File: src/rtl/mul_arbiter.sv
// Two-requester round-robin front end for a shared sequential multiplier.
// Each grant latches operands, issues one start pulse and waits for done or a timeout.
module mul_arbiter #(
  parameter int unsigned W       = 32,
  parameter int unsigned TIMEOUT = 40
) (
  input  logic           clk,
  input  logic           reset,
  input  logic           req0,
  input  logic           req1,
  input  logic [W-1:0]   a0,
  input  logic [W-1:0]   b0,
  input  logic [W-1:0]   a1,
  input  logic [W-1:0]   b1,
  output logic           ack0,
  output logic           ack1,
  output logic [2*W-1:0] result,
  output logic           err,
  output logic           busy,
  output logic           owner,
  output logic           mul_start,
  output logic [W-1:0]   mul_a,
  output logic [W-1:0]   mul_b,
  input  logic           mul_done,
  input  logic [2*W-1:0] mul_result
);

  typedef enum logic [1:0] {StIdle, StIssue, StWait, StResp} state_e;

  state_e           state_q, state_d;
  logic             owner_q, owner_d;
  logic             last_q, last_d;
  logic [W-1:0]     opa_q, opa_d;
  logic [W-1:0]     opb_q, opb_d;
  logic [7:0]       cnt_q, cnt_d;
  logic [2*W-1:0]   res_q, res_d;
  logic             err_q, err_d;
  logic             grant;

  always_comb begin
    state_d = state_q;
    owner_d = owner_q;
    last_d  = last_q;
    opa_d   = opa_q;
    opb_d   = opb_q;
    cnt_d   = cnt_q;
    res_d   = res_q;
    err_d   = err_q;
    grant   = 1'b0;
    unique case (state_q)
      StIdle: begin
        if (req0 || req1) begin
          // On a tie the requester not served most recently wins.
          grant   = (req0 && req1) ? ~last_q : req1;
          owner_d = grant;
          opa_d   = grant ? a1 : a0;
          opb_d   = grant ? b1 : b0;
          cnt_d   = '0;
          state_d = StIssue;
        end
      end
      StIssue: begin
        // Counter reads 0 during ISSUE and counts the cycles since mul_start.
        cnt_d   = cnt_q + 8'd1;
        state_d = StWait;
      end
      StWait: begin
        cnt_d = cnt_q + 8'd1;
        if (mul_done) begin
          res_d   = mul_result;
          err_d   = 1'b0;
          state_d = StResp;
        end else if (cnt_q == 8'(TIMEOUT - 1)) begin
          res_d   = '0;
          err_d   = 1'b1;
          state_d = StResp;
        end
      end
      StResp: begin
        last_d  = owner_q;
        state_d = StIdle;
      end
    endcase
  end

  always_ff @(posedge clk) begin
    if (reset) begin
      state_q <= StIdle;
      owner_q <= 1'b0;
      last_q  <= 1'b1;
      opa_q   <= '0;
      opb_q   <= '0;
      cnt_q   <= '0;
      res_q   <= '0;
      err_q   <= 1'b0;
    end else begin
      state_q <= state_d;
      owner_q <= owner_d;
      last_q  <= last_d;
      opa_q   <= opa_d;
      opb_q   <= opb_d;
      cnt_q   <= cnt_d;
      res_q   <= res_d;
      err_q   <= err_d;
    end
  end

  always_comb begin
    busy      = (state_q != StIdle);
    mul_start = (state_q == StIssue);
    ack0      = (state_q == StResp) && !owner_q;
    ack1      = (state_q == StResp) && owner_q;
    result    = (state_q == StResp) ? res_q : '0;
    err       = (state_q == StResp) && err_q;
    owner     = owner_q;
    mul_a     = opa_q;
    mul_b     = opb_q;
  end

endmodule
File: config.mk
export PLATFORM = sky130hd
export DESIGN_NAME = mul_arbiter
export DESIGN_NICKNAME = d
export VERILOG_FILES = /design/src/rtl/mul_arbiter.sv
export SDC_FILE = /design/constraint.sdc
export NUM_CORES = 1
export LEC_CHECK = 0
export ABC_AREA = 0
export BUFFER_PORTS_ARGS = -buffer_cell sky130_fd_sc_hd__buf_2
export CORE_AREA = 2 2 127 129
export CTS_BUF_LIST = sky130_fd_sc_hd__clkbuf_8
export DETAILED_ROUTE_END_ITERATION = 16
export DIE_AREA = 0 0 129 131
export PLACE_DENSITY = 0.7
export SLEW_MARGIN = 20
export SYNTH_ARGS = -nofsm -noshare
export SYNTH_HDL_FRONTEND = slang
export SYNTH_SLANG_ARGS = --single-unit
File: constraint.sdc
create_clock -name clk -period 2.47 [get_ports clk]
set_clock_uncertainty 0.05 [all_clocks]
set_input_delay 0.247 -clock clk [delete_from_list [all_inputs] [get_ports clk]]
set_output_delay 0.247 -clock clk [all_outputs]
set_load 0.02 [all_outputs]
Word level (Yosys, flattened, before mapping)
Cells that the tools add are included.
{"block": "totals", "register_bits": 141, "input_bits": 197}
{"block": "op_classes", "addsub": 1, "eq_ne": 6, "mux": 14, "bitwise_logic": 1, "reduce_logical": 15}
{"op": "64-bit two-way mux", "count": 3}
{"op": "32-bit two-way mux", "count": 2}
{"op": "8-bit case mux with 2 select lines", "count": 1}
{"op": "8-bit by 1-bit adder with 8-bit output, second input constant", "count": 1}
{"op": "8-bit by 6-bit equality test with 1-bit output, second input constant", "count": 1}
{"op": "8-bit two-way mux", "count": 1}
{"op": "2-bit case mux with 4 select lines", "count": 1}
{"op": "2-bit AND reduction", "count": 4}
{"op": "2-bit two-way mux", "count": 3}
{"op": "2-bit nonzero test", "count": 3}
{"op": "2-bit equality test, second input constant", "count": 2}
{"op": "1-bit logical AND", "count": 4}
{"op": "1-bit two-way mux", "count": 3}
{"op": "3-bit inequality test, second input constant", "count": 1}
{"op": "2-bit by 1-bit equality test with 1-bit output, second input constant", "count": 1}
{"op": "2-bit logical NOT", "count": 1}
{"op": "2-bit inequality test, second input constant", "count": 1}
{"op": "2-bit OR reduction", "count": 1}
{"op": "1-bit logical NOT", "count": 1}
{"op": "1-bit logical OR", "count": 1}
{"op": "1-bit NOT", "count": 1}

Logic depth before layout (Yosys ltp)
Gate-level depths: netlist of the first run.
{"block": "logic_depth", "depth_word": 4, "mapped_depth": 8, "ltp_nobuf": 6}

Worst setup path before layout of the first run
OpenSTA, ideal clock, no wires.
{"block": "synth_path", "path_type": "register to register", "from": "register state_q[0]", "to": "register cnt_q[7]", "setup_ps": 129, "arrival_ps": 1450, "t_required_ps": 2291, "path_slack_ps": 841, "path_stages_with_launch": 7, "path_cell_list": "dfxtp_1 -> inv_1 -> ha_1 -> o211ai_1 -> nor4_1 -> xnor2_1 -> nor2_1"}
{"block": "synth_via", "elab_chain_cells": 4, "elab_cells_between_ends": 8, "cone_classes": "eq/ne (3); mux (1); reduce/logical (4)"}
{"item": "start, declared", "line": "30", "source": "state_e state_q, state_d;"}
{"item": "start signal, assigned", "line": "88", "source": "state_q <= StIdle;"}
{"item": "start signal, assigned", "line": "97", "source": "state_q <= state_d;"}
{"item": "2-bit by 1-bit equality test with 1-bit output / 2-bit equality test (equally long branches)", "line": "50", "source": "unique case (state_q)"}
{"item": "2-bit OR reduction (no line)"}
{"item": "2-bit nonzero test (no line)"}
{"item": "2-bit AND reduction (no line)"}
{"item": "end signal, assigned", "line": "102", "source": "cnt_q <= cnt_d;"}
{"item": "end, declared", "line": "35", "source": "logic [7:0] cnt_q, cnt_d;"}
Parallel ways exist; a longest one is shown, timed or not.
A chain may end at the register's enable or synchronous reset.

Worst setup path in the final report of the first run
{"block": "layout_path", "from": "register cnt_q[0]", "to": "register res_q[0]"}
{"block": "layout_via", "elab_chain_cells": 3}
{"item": "8-bit by 6-bit equality test with 1-bit output", "line": "73", "source": "end else if (cnt_q == 8'(TIMEOUT - 1)) begin"}
{"item": "2-bit nonzero test (no line)"}
{"item": "2-bit AND reduction (no line)"}
{"item": "end signal, assigned", "line": "103", "source": "res_q <= res_d;"}
{"item": "end, declared", "line": "36", "source": "logic [2*W-1:0] res_q, res_d;"}
Every way passes these cells.

==> metrics.yaml, run 1 <==
status: "completed"
gr-total-overflow: 0
regArea_mm2: 0.00282
drive_gt1_share_pct: 38.9
finalHoldViolations: 0
clock_latency_ns: 0.43
ys_ff_latch: 141
clk_path_buf_depth: 2
worstMarginPinSlew_ns: 0.830
dpl.hpwl_mm: 12.0
power.density_mw_per_mm2: 887
io_buffer_count: 330
multi_input_area_mm2: 0.00280
synth_ff_type: "dfxtp_1"
fin_tns_setup_ns: 0
grt_pass1_wl_mm: 25.7
crit_arrival_ns: 2.57
cp.required_ns: 2.80
syn2layout_area_growth_pct: 48.9
syn_area_mm2: 0.00589
die_area_mm2: 0.0169
synth_area_leaders: "dfxtp_1 (48%), mux2i_1 (11%), a22o_1 (9.5%)"
nFillCells: 1359
vias_per_cell: 4.71
fmax_mhz: 447
utilization_pct: 56.3
drc: 0
cts_max_level: 4
drt-initial-drc-count: 180
crit_type: "reg2reg"
hold_buffers: 65
die_x_um: 129
vias: 5591
cts_setup_buffers: 0
track_usage_pct: 19.3
final_common_cell: "buf_2"
yosys.area.top_type: "dfxtp_1"
fin_cells: 1187
rsz0062_at_grt: "false"
cts_tree: "done"
hold_class: "in2reg"
syn_nets: 783
end_kind: "flip-flop"
crit_fanout: 29
root_buffer: "clkbuf_8"
final_area_mm2: 0.00878
grt_pass1_vias: 5295
seq_area_frac_synth_pct: 47.9
final_nets: 1163
synth_edf_count: 0
cts_sinks: 141
ys.warnings.count: 0
dpl_cell_area_mm2: 0.00772
num_rows: 46
gp_congestion: 0.807
fin_crit_sh_pct: 90.6
slew_violations: 0
clk_pin_slew_ns: 0.08
start_util_pct: 37.8
cts_made_buffers: 17
ioPinCount: 331
die_h_um: 131
grt_max_degree: 129
firstDrtPassIters: 4
synth_cell_types: 34
yosysTopAreaCellShare_pct: 47.9
synth_cells: 579
final_cell_mix: "buf_2 (330), dfxtp_1 (141), nor2_1 (75)"
maxCapViolations: 0
grt_antenna_before_repair: 0
dpl.cell_count: 1091
cp-start-kind: "flip-flop"
ys_async_sr_fraction_pct: 0
drt_wl_total_mm: 17.2
core_area_mm2: 0.0156
routedWlPerCell_um: 14.5
post_cts_resized: 0
setup_viol: 0
p_leak_nw: 4.21
ant_nets: 0
fin_crit_ns: 2.24
ir_drop_v: 0.000599
diodes: 0
postSynthAreaPerCell_um2: 10.2
slew_headroom_pct: 44.5
[sequential cells by signal (all words and copies together), names as in the netlist]
| signal | count |
|---|---|
| cnt_q | 8 |
| err_q | 1 |
| last_q | 1 |
| mul_a | 32 |
| mul_b | 32 |
| owner | 1 |
| res_q | 64 |
| state_q | 2 |
[path summary, 6_finish.rpt]
kind / startpoint / endpoint / slack, ns / cells past startpoint
hold / removal: reset / err_q / 0.06 / 2
setup reg to reg: cnt_q[0] / res_q[0] / 0.23 / 6
hold reg to reg: res_q[3] / res_q[3] / 0.42 / 1
setup / recovery: cnt_q[0] / res_q[0] / 0.23 / 6
[cell usage after synthesis, types with 2 or more instances]
master and count:
nor3_1 3, inv_1 5, o21ai_0 3, a211oi_1 65, a21oi_1 4, dfxtp_1 141
mux2i_1 65, a22o_1 64, nand2b_1 2, xnor2_1 6, nor3b_1 3, clkbuf_1 21
o21a_1 2, buf_8 5, nor2_1 76, nand3_1 4, nand2_1 3, and2_1 66
buf_2 20, ha_1 7
[critical path, cell delays in order (launching register included)]
cell and delay, ns:
dfxtp_1 0.37, ha_1 0.23, nor4bb_1 0.15, a21o_1 0.21, a21oi_4 0.68, buf_4 0.33, a22o_1 0.16
[logic make-up (layout without fill, tap and decap cells)]
| logic type | Yosys count | in the layout | synth area share, % |
|---|---|---|---|
| AOI/OAI and AO/OA | 145 | 145 | 19.8 |
| xor gates and xnor gates | 6 | 6 | 0.892 |
| adders and majority gates | 7 | 7 | 1.49 |
| buffers and inverters | 53 | 445 | 4.95 |
| DFF | 141 | 141 | 47.9 |
| muxes | 65 | 65 | 11.0 |
| and+or+nand+nor | 162 | 162 | 14.0 |
[final cells by class]
| cell class | instances | area share, % |
|---|---|---|
| flip-flops and latches | 141 | 32.2 |
| multi-input cells | 385 | 31.9 |
| repair buffers | 409 | 28.0 |
| well taps | 216 | 3.08 |
| clock buffers | 19 | 2.98 |
| clock inverters | 12 | 1.68 |
| inverters | 5 | 0.214 |
[where the power goes]
group	switching [mW]	internal [mW]	total (mW)
Clock	0.858	1.04	1.90
Combinational	1.76	1.08	2.84
Sequential	0.268	2.79	3.05
Total	2.89	4.90	7.78
[through the flow]
step / power [mW] / setup WS, ns / hold slack [ns]
after floorplan: 4.96 / 0.841 / 0.297
after global placement: 5.82 / 0.330 / 0.398
after detailed placement: 5.87 / 0.257 / 0.399
after CTS: 7.86 / 0.218 / 0.0272
after global routing: 8.26 / 0.112 / 0.0429
final: 7.78 / 0.231 / 0.0641
[metal layers]
metal	track usage, %	part of all wire, %	vias to the layer above
met5	0	0	-
met4	6.59	1.2	0
met3	4.97	6.8	16
met2	34.1	50	230
met1	23.0	42	2496
li1	-	-	2849
No activity file was read; power rests on OpenSTA's default activity.
==> run 2: changes to the inputs <==
--- a/config.mk
+++ b/config.mk
@@ -11,6 +11,7 @@
 export CTS_BUF_LIST = sky130_fd_sc_hd__clkbuf_8
 export DETAILED_ROUTE_END_ITERATION = 16
 export DIE_AREA = 0 0 129 131
+export MAX_ROUTING_LAYER = met4
 export PLACE_DENSITY = 0.7
 export SLEW_MARGIN = 20
 export SYNTH_ARGS = -nofsm -noshare
==> run 2 against run 1 <==
Against the previous run:
- flip-flop and latch count unchanged
- clock-buffer cell count did not move
- first-iteration DRC count grew 0.56%
- cell count unchanged
- setup slack worse by 0.00097 ns
- register-to-register slack barely moved
- final area unchanged
- critical path type unchanged
- critical endpoint unchanged
==> metrics.yaml, run 2 (same netlist as run 1, synthesis figures left out) <==
cts_made_buffers: 17  # unchanged
critPathMaxStageDelay_ns: 0.68  # about the same
end_kind: "flip-flop"  # unchanged
worstMarginPinSlew_ns: 0.830  # about the same
clock_latency_ns: 0.43  # about the same
grt_max_degree: 129  # unchanged
cp.required_ns: 2.80  # about the same
dpl.hpwl_mm: 12.0  # unchanged
num_rows: 46  # unchanged
core_area_mm2: 0.0156  # unchanged
crit_fanout: 29  # unchanged
p_total_mw: 7.78  # about the same
post_cts_resized: 0  # unchanged
cp_num_buf_inv: 1  # unchanged
cp-endpoint: "res_q[0]"  # unchanged
clk_pin_slew_ns: 0.08  # about the same
pre_cts_slack_ns: 0.257  # unchanged
ioPinCount: 331  # unchanged
maxCapViolations: 0  # unchanged
hold_class: "in2reg"  # unchanged
fmax_mhz: 446  # was 447 MHz
worst_slack_ns: 0.230  # was 0.231 ns
cts_setup_buffers: 0  # unchanged
cp-start-kind: "flip-flop"  # unchanged
regMostFlops: "res_q"  # unchanged
regToRegSetupSlack_ns: 0.23  # about the same
die_x_um: 129  # unchanged
cts_tree: "done"  # unchanged
drt-initial-drc-count: 181  # was 180
final_cell_mix: "buf_2 (330), dfxtp_1 (141), nor2_1 (75)"  # unchanged
cts_max_level: 4  # unchanged
worstPathCellList: "ha_1, nor4bb_1, a21o_1, a21oi_4, buf_4, a22o_1"  # unchanged
firstDrtPassIters: 4  # unchanged
p_leak_nw: 4.21  # unchanged
gr-total-overflow: 0  # unchanged
ant_nets: 0  # unchanged
vias_per_cell: 4.72  # was 4.71
regToRegEndpoint: "res_q[0]"  # unchanged
die_area_mm2: 0.0169  # unchanged
crit_start: "cnt_q[0]"  # unchanged
fin_tns_setup_ns: 0  # unchanged
cts_sinks: 141  # unchanged
crit_family: "compound AO/OA/AOI/OAI gates"  # unchanged
track_usage_pct: 19.9  # was 19.3%
io_buffer_count: 330  # unchanged
regArea_mm2: 0.00282  # unchanged
power.density_mw_per_mm2: 887  # about the same
status: "completed"  # unchanged
multi_input_area_mm2: 0.00280  # unchanged
root_buffer: "clkbuf_8"  # unchanged
vias: 5605  # was 5,591
final_common_cell: "buf_2"  # unchanged
drt_wl_total_mm: 17.1  # was 17.2 mm
drive_gt1_share_pct: 38.9  # unchanged
final_nets: 1163  # unchanged
gp_congestion: 0.819  # was 0.807
fin_crit_sh_pct: 90.7  # was 90.6%
syn2layout_area_growth_pct: 48.9  # unchanged
r2r-start: "cnt_q[0]"  # unchanged
crit_type: "reg2reg"  # unchanged
grt_pass1_wl_mm: 25.8  # was 25.7 mm
cp.depth: 6  # unchanged
slew_violations: 0  # unchanged
rsz0062_at_grt: "false"  # unchanged
nFillCells: 1359  # unchanged
ir_drop_v: 0.000596  # was 0.000599 V
grt_antenna_before_repair: 0  # unchanged
grt_pass1_vias: 5299  # was 5,295
diodes: 0  # unchanged
fin_crit_ns: 2.24  # about the same
worst_path_max_delay_cell: "a21oi_4"  # unchanged
clk_path_buf_depth: 2  # unchanged
finalHoldViolations: 0  # unchanged
hold_buffers: 65  # unchanged
rr_worst_depth: 6  # unchanged
slew_headroom_pct: 44.5  # about the same
start_util_pct: 37.8  # unchanged
drc: 0  # unchanged
setup_viol: 0  # unchanged
routedWlPerCell_um: 14.4  # was 14.5 µm
die_h_um: 131  # unchanged
crit_arrival_ns: 2.57  # about the same
largest_register_ffs: 64  # unchanged
==> run 2: final cells by class <==
class                      instances  area share [%]
tap                              216            3.08
sequential                       141            32.2
timing repair buffer             409            28.0
multi-input combinational        385            31.9
clock buffer                      19            2.98
inverter                           5           0.214
clock inverter                    12            1.68
==> run 2: worst min path at each step <==
| stage | from | end | slack, ns | cells past startpoint |
|---|---|---|---|---|
| finish | reset | err_q | 0.06 | 2 |
| global route | reset | err_q | 0.04 | 2 |
| CTS | reset | err_q | 0.03 | 2 |
| detailed placement | res_q[16] | res_q[16] | 0.40 | 1 |
| global placement | res_q[41] | res_q[41] | 0.40 | 1 |
| floorplan | mul_done | err_q | 0.30 | 1 |
==> run 2: routing by layer <==
metal	track usage (%)	vias to the layer above	routed length, µm
li1	-	2850	-
met1	23.1	2513	7290
met2	34.1	226	8480
met3	4.80	16	1150
met4	6.59	0	230
met5	-	-	0
==> run 2: metrics by stage <==
step	utilization, %	instance area (µm²)	instances	hold WS, ns
after floorplan	-	5890	579	0.297
after global placement	49.5	7720	1091	0.398
after detailed placement	49.5	7720	1091	0.399
after CTS	56.3	8780	1187	0.0272
after global routing	56.3	8780	1187	0.0410
final	56.3	8780	1187	0.0642
==> run 2: power breakdown <==
group	total, mW	internal [mW]	switching, mW
logic	2.83	1.08	1.76
clock network	1.90	1.04	0.859
registers	3.05	2.79	0.266
==> run 3: changes to the inputs <==
==> constraint.sdc (replaced) <==
create_clock -name clk -period 2.47 [get_ports clk]
set_clock_uncertainty 0.05 [all_clocks]
set_input_delay 0.247 -clock clk [delete_from_list [all_inputs] [get_ports clk]]
set_output_delay 0.247 -clock clk [all_outputs]
set_load 0.1 [all_outputs]
==> run 3 against run 2 <==
Against the previous run:
- maximum frequency up 2.1%
- worst hold slack gained 0.024 ns
- first-iteration DRC count increased by 38%
- register-to-register slack improved by 0.32 ns
- sequential share of layout area is 3.2 points lower
- wire length up 4.4%
- non-clock buffer count down 5
- cell count is 0.25% lower
- flip-flop and latch count unchanged
- global-route usage up 1.0 points
- sequential power is essentially flat
- clock-buffer cell count fell by 2
- critical path type is now reg2out
- highest routed layer unchanged
==> metrics.yaml, run 3 (same netlist as run 1, synthesis figures left out) <==
status: "completed"  # unchanged
worstPathCellList: "ha_1, buf_12, and2_1, buf_12"  # was ha_1, nor4bb_1, a21o_1, a21oi_4, buf_4, a22o_1
regMostFlops: "res_q"  # unchanged
cts_sinks: 141  # unchanged
hold_class: "in2reg"  # unchanged
cts_tree: "done"  # unchanged
cts_made_buffers: 17  # unchanged
final_common_cell: "buf_2"  # unchanged
largest_register_ffs: 64  # unchanged
track_usage_pct: 20.9  # was 19.9%
slew_headroom_pct: 54.4  # was 44.5%
setup_viol: 0  # unchanged
maxCapViolations: 0  # unchanged
cp-start-kind: "flip-flop"  # unchanged
dr_wl_met3_mm: 1.16  # was 1.15 mm
drt-initial-drc-count: 249  # was 181
end_kind: "output pin"  # was flip-flop
rsz0062_at_grt: "false"  # unchanged
ioPinCount: 331  # unchanged
ant_nets: 0  # unchanged
worstMarginPinSlew_ns: 0.684  # was 0.830 ns
crit_arrival_ns: 1.90  # was 2.57 ns
dpl.cell_count: 1086  # was 1,091
wl_met1_mm: 7.43  # was 7.29 mm
cts_max_level: 4  # unchanged
pre_cts_slack_ns: 0.589  # was 0.257 ns
final_cell_mix: "buf_2 (263), dfxtp_1 (141), nor2_1 (75)"  # was buf_2 (330), dfxtp_1 (141), nor2_1 (75)
crit_family: "buffers and inverters"  # was compound AO/OA/AOI/OAI gates
grt_pass1_vias: 5245  # was 5,299
crit_fanout: 60  # was 29
io_buffer_count: 330  # unchanged
clk_pin_slew_ns: 0.09  # was 0.08 ns
die_x_um: 129  # unchanged
finalHoldViolations: 0  # unchanged
core_area_mm2: 0.0156  # unchanged
dpl.hpwl_mm: 12.6  # was 12.0 mm
drt_wl_total_mm: 17.9  # was 17.1 mm
routedWlPerCell_um: 15.1  # was 14.4 µm
timing.hold.ws_ns: 0.0882  # was 0.0642 ns
clock_latency_ns: 0.43  # about the same
fmax_mhz: 456  # was 446 MHz
fin_cells: 1184  # was 1,187
fin_crit_sh_pct: 88.8  # was 90.7%
fin_crit_ns: 2.19  # was 2.24 ns
routed.top_layer: "met4"  # unchanged
cp.required_ns: 2.17  # was 2.80 ns
critPathMaxStageDelay_ns: 0.39  # was 0.68 ns
vias_per_cell: 4.76  # was 4.72
grt_antenna_before_repair: 0  # unchanged
p_leak_nw: 4.34  # was 4.21 nW
slew_violations: 0  # unchanged
num_rows: 46  # unchanged
final_nets: 1158  # was 1,163
wl_met2_mm: 9.04  # was 8.48 mm
root_buffer: "clkbuf_8"  # unchanged
worst_slack_ns: 0.276  # was 0.230 ns
power.density_mw_per_mm2: 1040  # was 887 mW/mm²
cp_num_buf_inv: 2  # was 1
grt_pass1_wl_mm: 26.7  # was 25.8 mm
p_total_mw: 10.2  # was 7.78 mW
die_area_mm2: 0.0169  # unchanged
post_cts_resized: 0  # unchanged
crit_type: "reg2out"  # was reg2reg
die_h_um: 131  # unchanged
gr-total-overflow: 0  # unchanged
ir_drop_v: 0.000944  # was 0.000596 V
drc: 0  # unchanged
worst_path_max_delay_cell: "dfxtp_1"  # was a21oi_4
critical_path.most_common_cell: "buf_12"
start_util_pct: 37.8  # unchanged
drive_gt1_share_pct: 38.6  # was 38.9%
vias: 5639  # was 5,605
fin_tns_setup_ns: 0  # unchanged
firstDrtPassIters: 7  # was 4
grt_max_degree: 83  # was 129
clk_path_buf_depth: 2  # unchanged
gp_congestion: 0.799  # was 0.819
syn2layout_area_growth_pct: 65.2  # was 48.9%
[run 3: area by class of cell]
| type | count | area [µm²] |
|---|---|---|
| multi-input combinational | 385 | 2800 |
| sequential | 141 | 2820 |
| clock buffer | 17 | 234 |
| tap | 216 | 270 |
| clock inverter | 15 | 150 |
| timing repair buffer | 404 | 3440 |
| antenna | 1 | 2.50 |
| inverter | 5 | 18.8 |
| fill | 1240 | 5860 |
[run 3: path summary, 6_finish.rpt]
path	from	slack, ns	cells past startpoint	endpoint
worst max-delay path	state_q[1]	0.28	4	result[56]
worst min-delay path	b0[17]	0.09	3	mul_b[17]
worst max register to register	cnt_q[0]	0.55	6	res_q[30]
worst min register to register	res_q[33]	0.42	1	res_q[33]
[run 3: per-layer routing]
| metal | GRT usage [%] | vias up |
|---|---|---|
| met5 | - | - |
| met4 | 6.46 | 0 |
| met3 | 5.46 | 14 |
| met2 | 35.6 | 239 |
| met1 | 24.4 | 2554 |
| li1 | - | 2832 |
[run 3: metrics by stage]
step	area [µm²]	util [%]
2_1_floorplan	5890	-
3_3_place_gp	8700	55.8
3_5_place_dp	8700	55.8
4_1_cts	9730	62.4
5_1_grt	9730	62.4
6_report	9730	62.4
[run 3: repair_timing]
| item | in CTS | in global routing |
|---|---|---|
| hold buffers | 65 | 0 |
| endpoints found under the hold margin | 65 | 0 |
| buffers inserted | 0 | 0 |
[run 3: where the power goes]
group	internal [mW]	total [mW]	switching, mW
registers	2.78	3.05	0.270
clock network	0.896	1.81	0.917
logic	1.13	5.30	4.17
total	4.81	10.2	5.36
[run 3: worst min-delay path, stage by stage]
cell      delay (ns)
buf_2           0.09
mux2i_1         0.11
a211oi_1        0.08
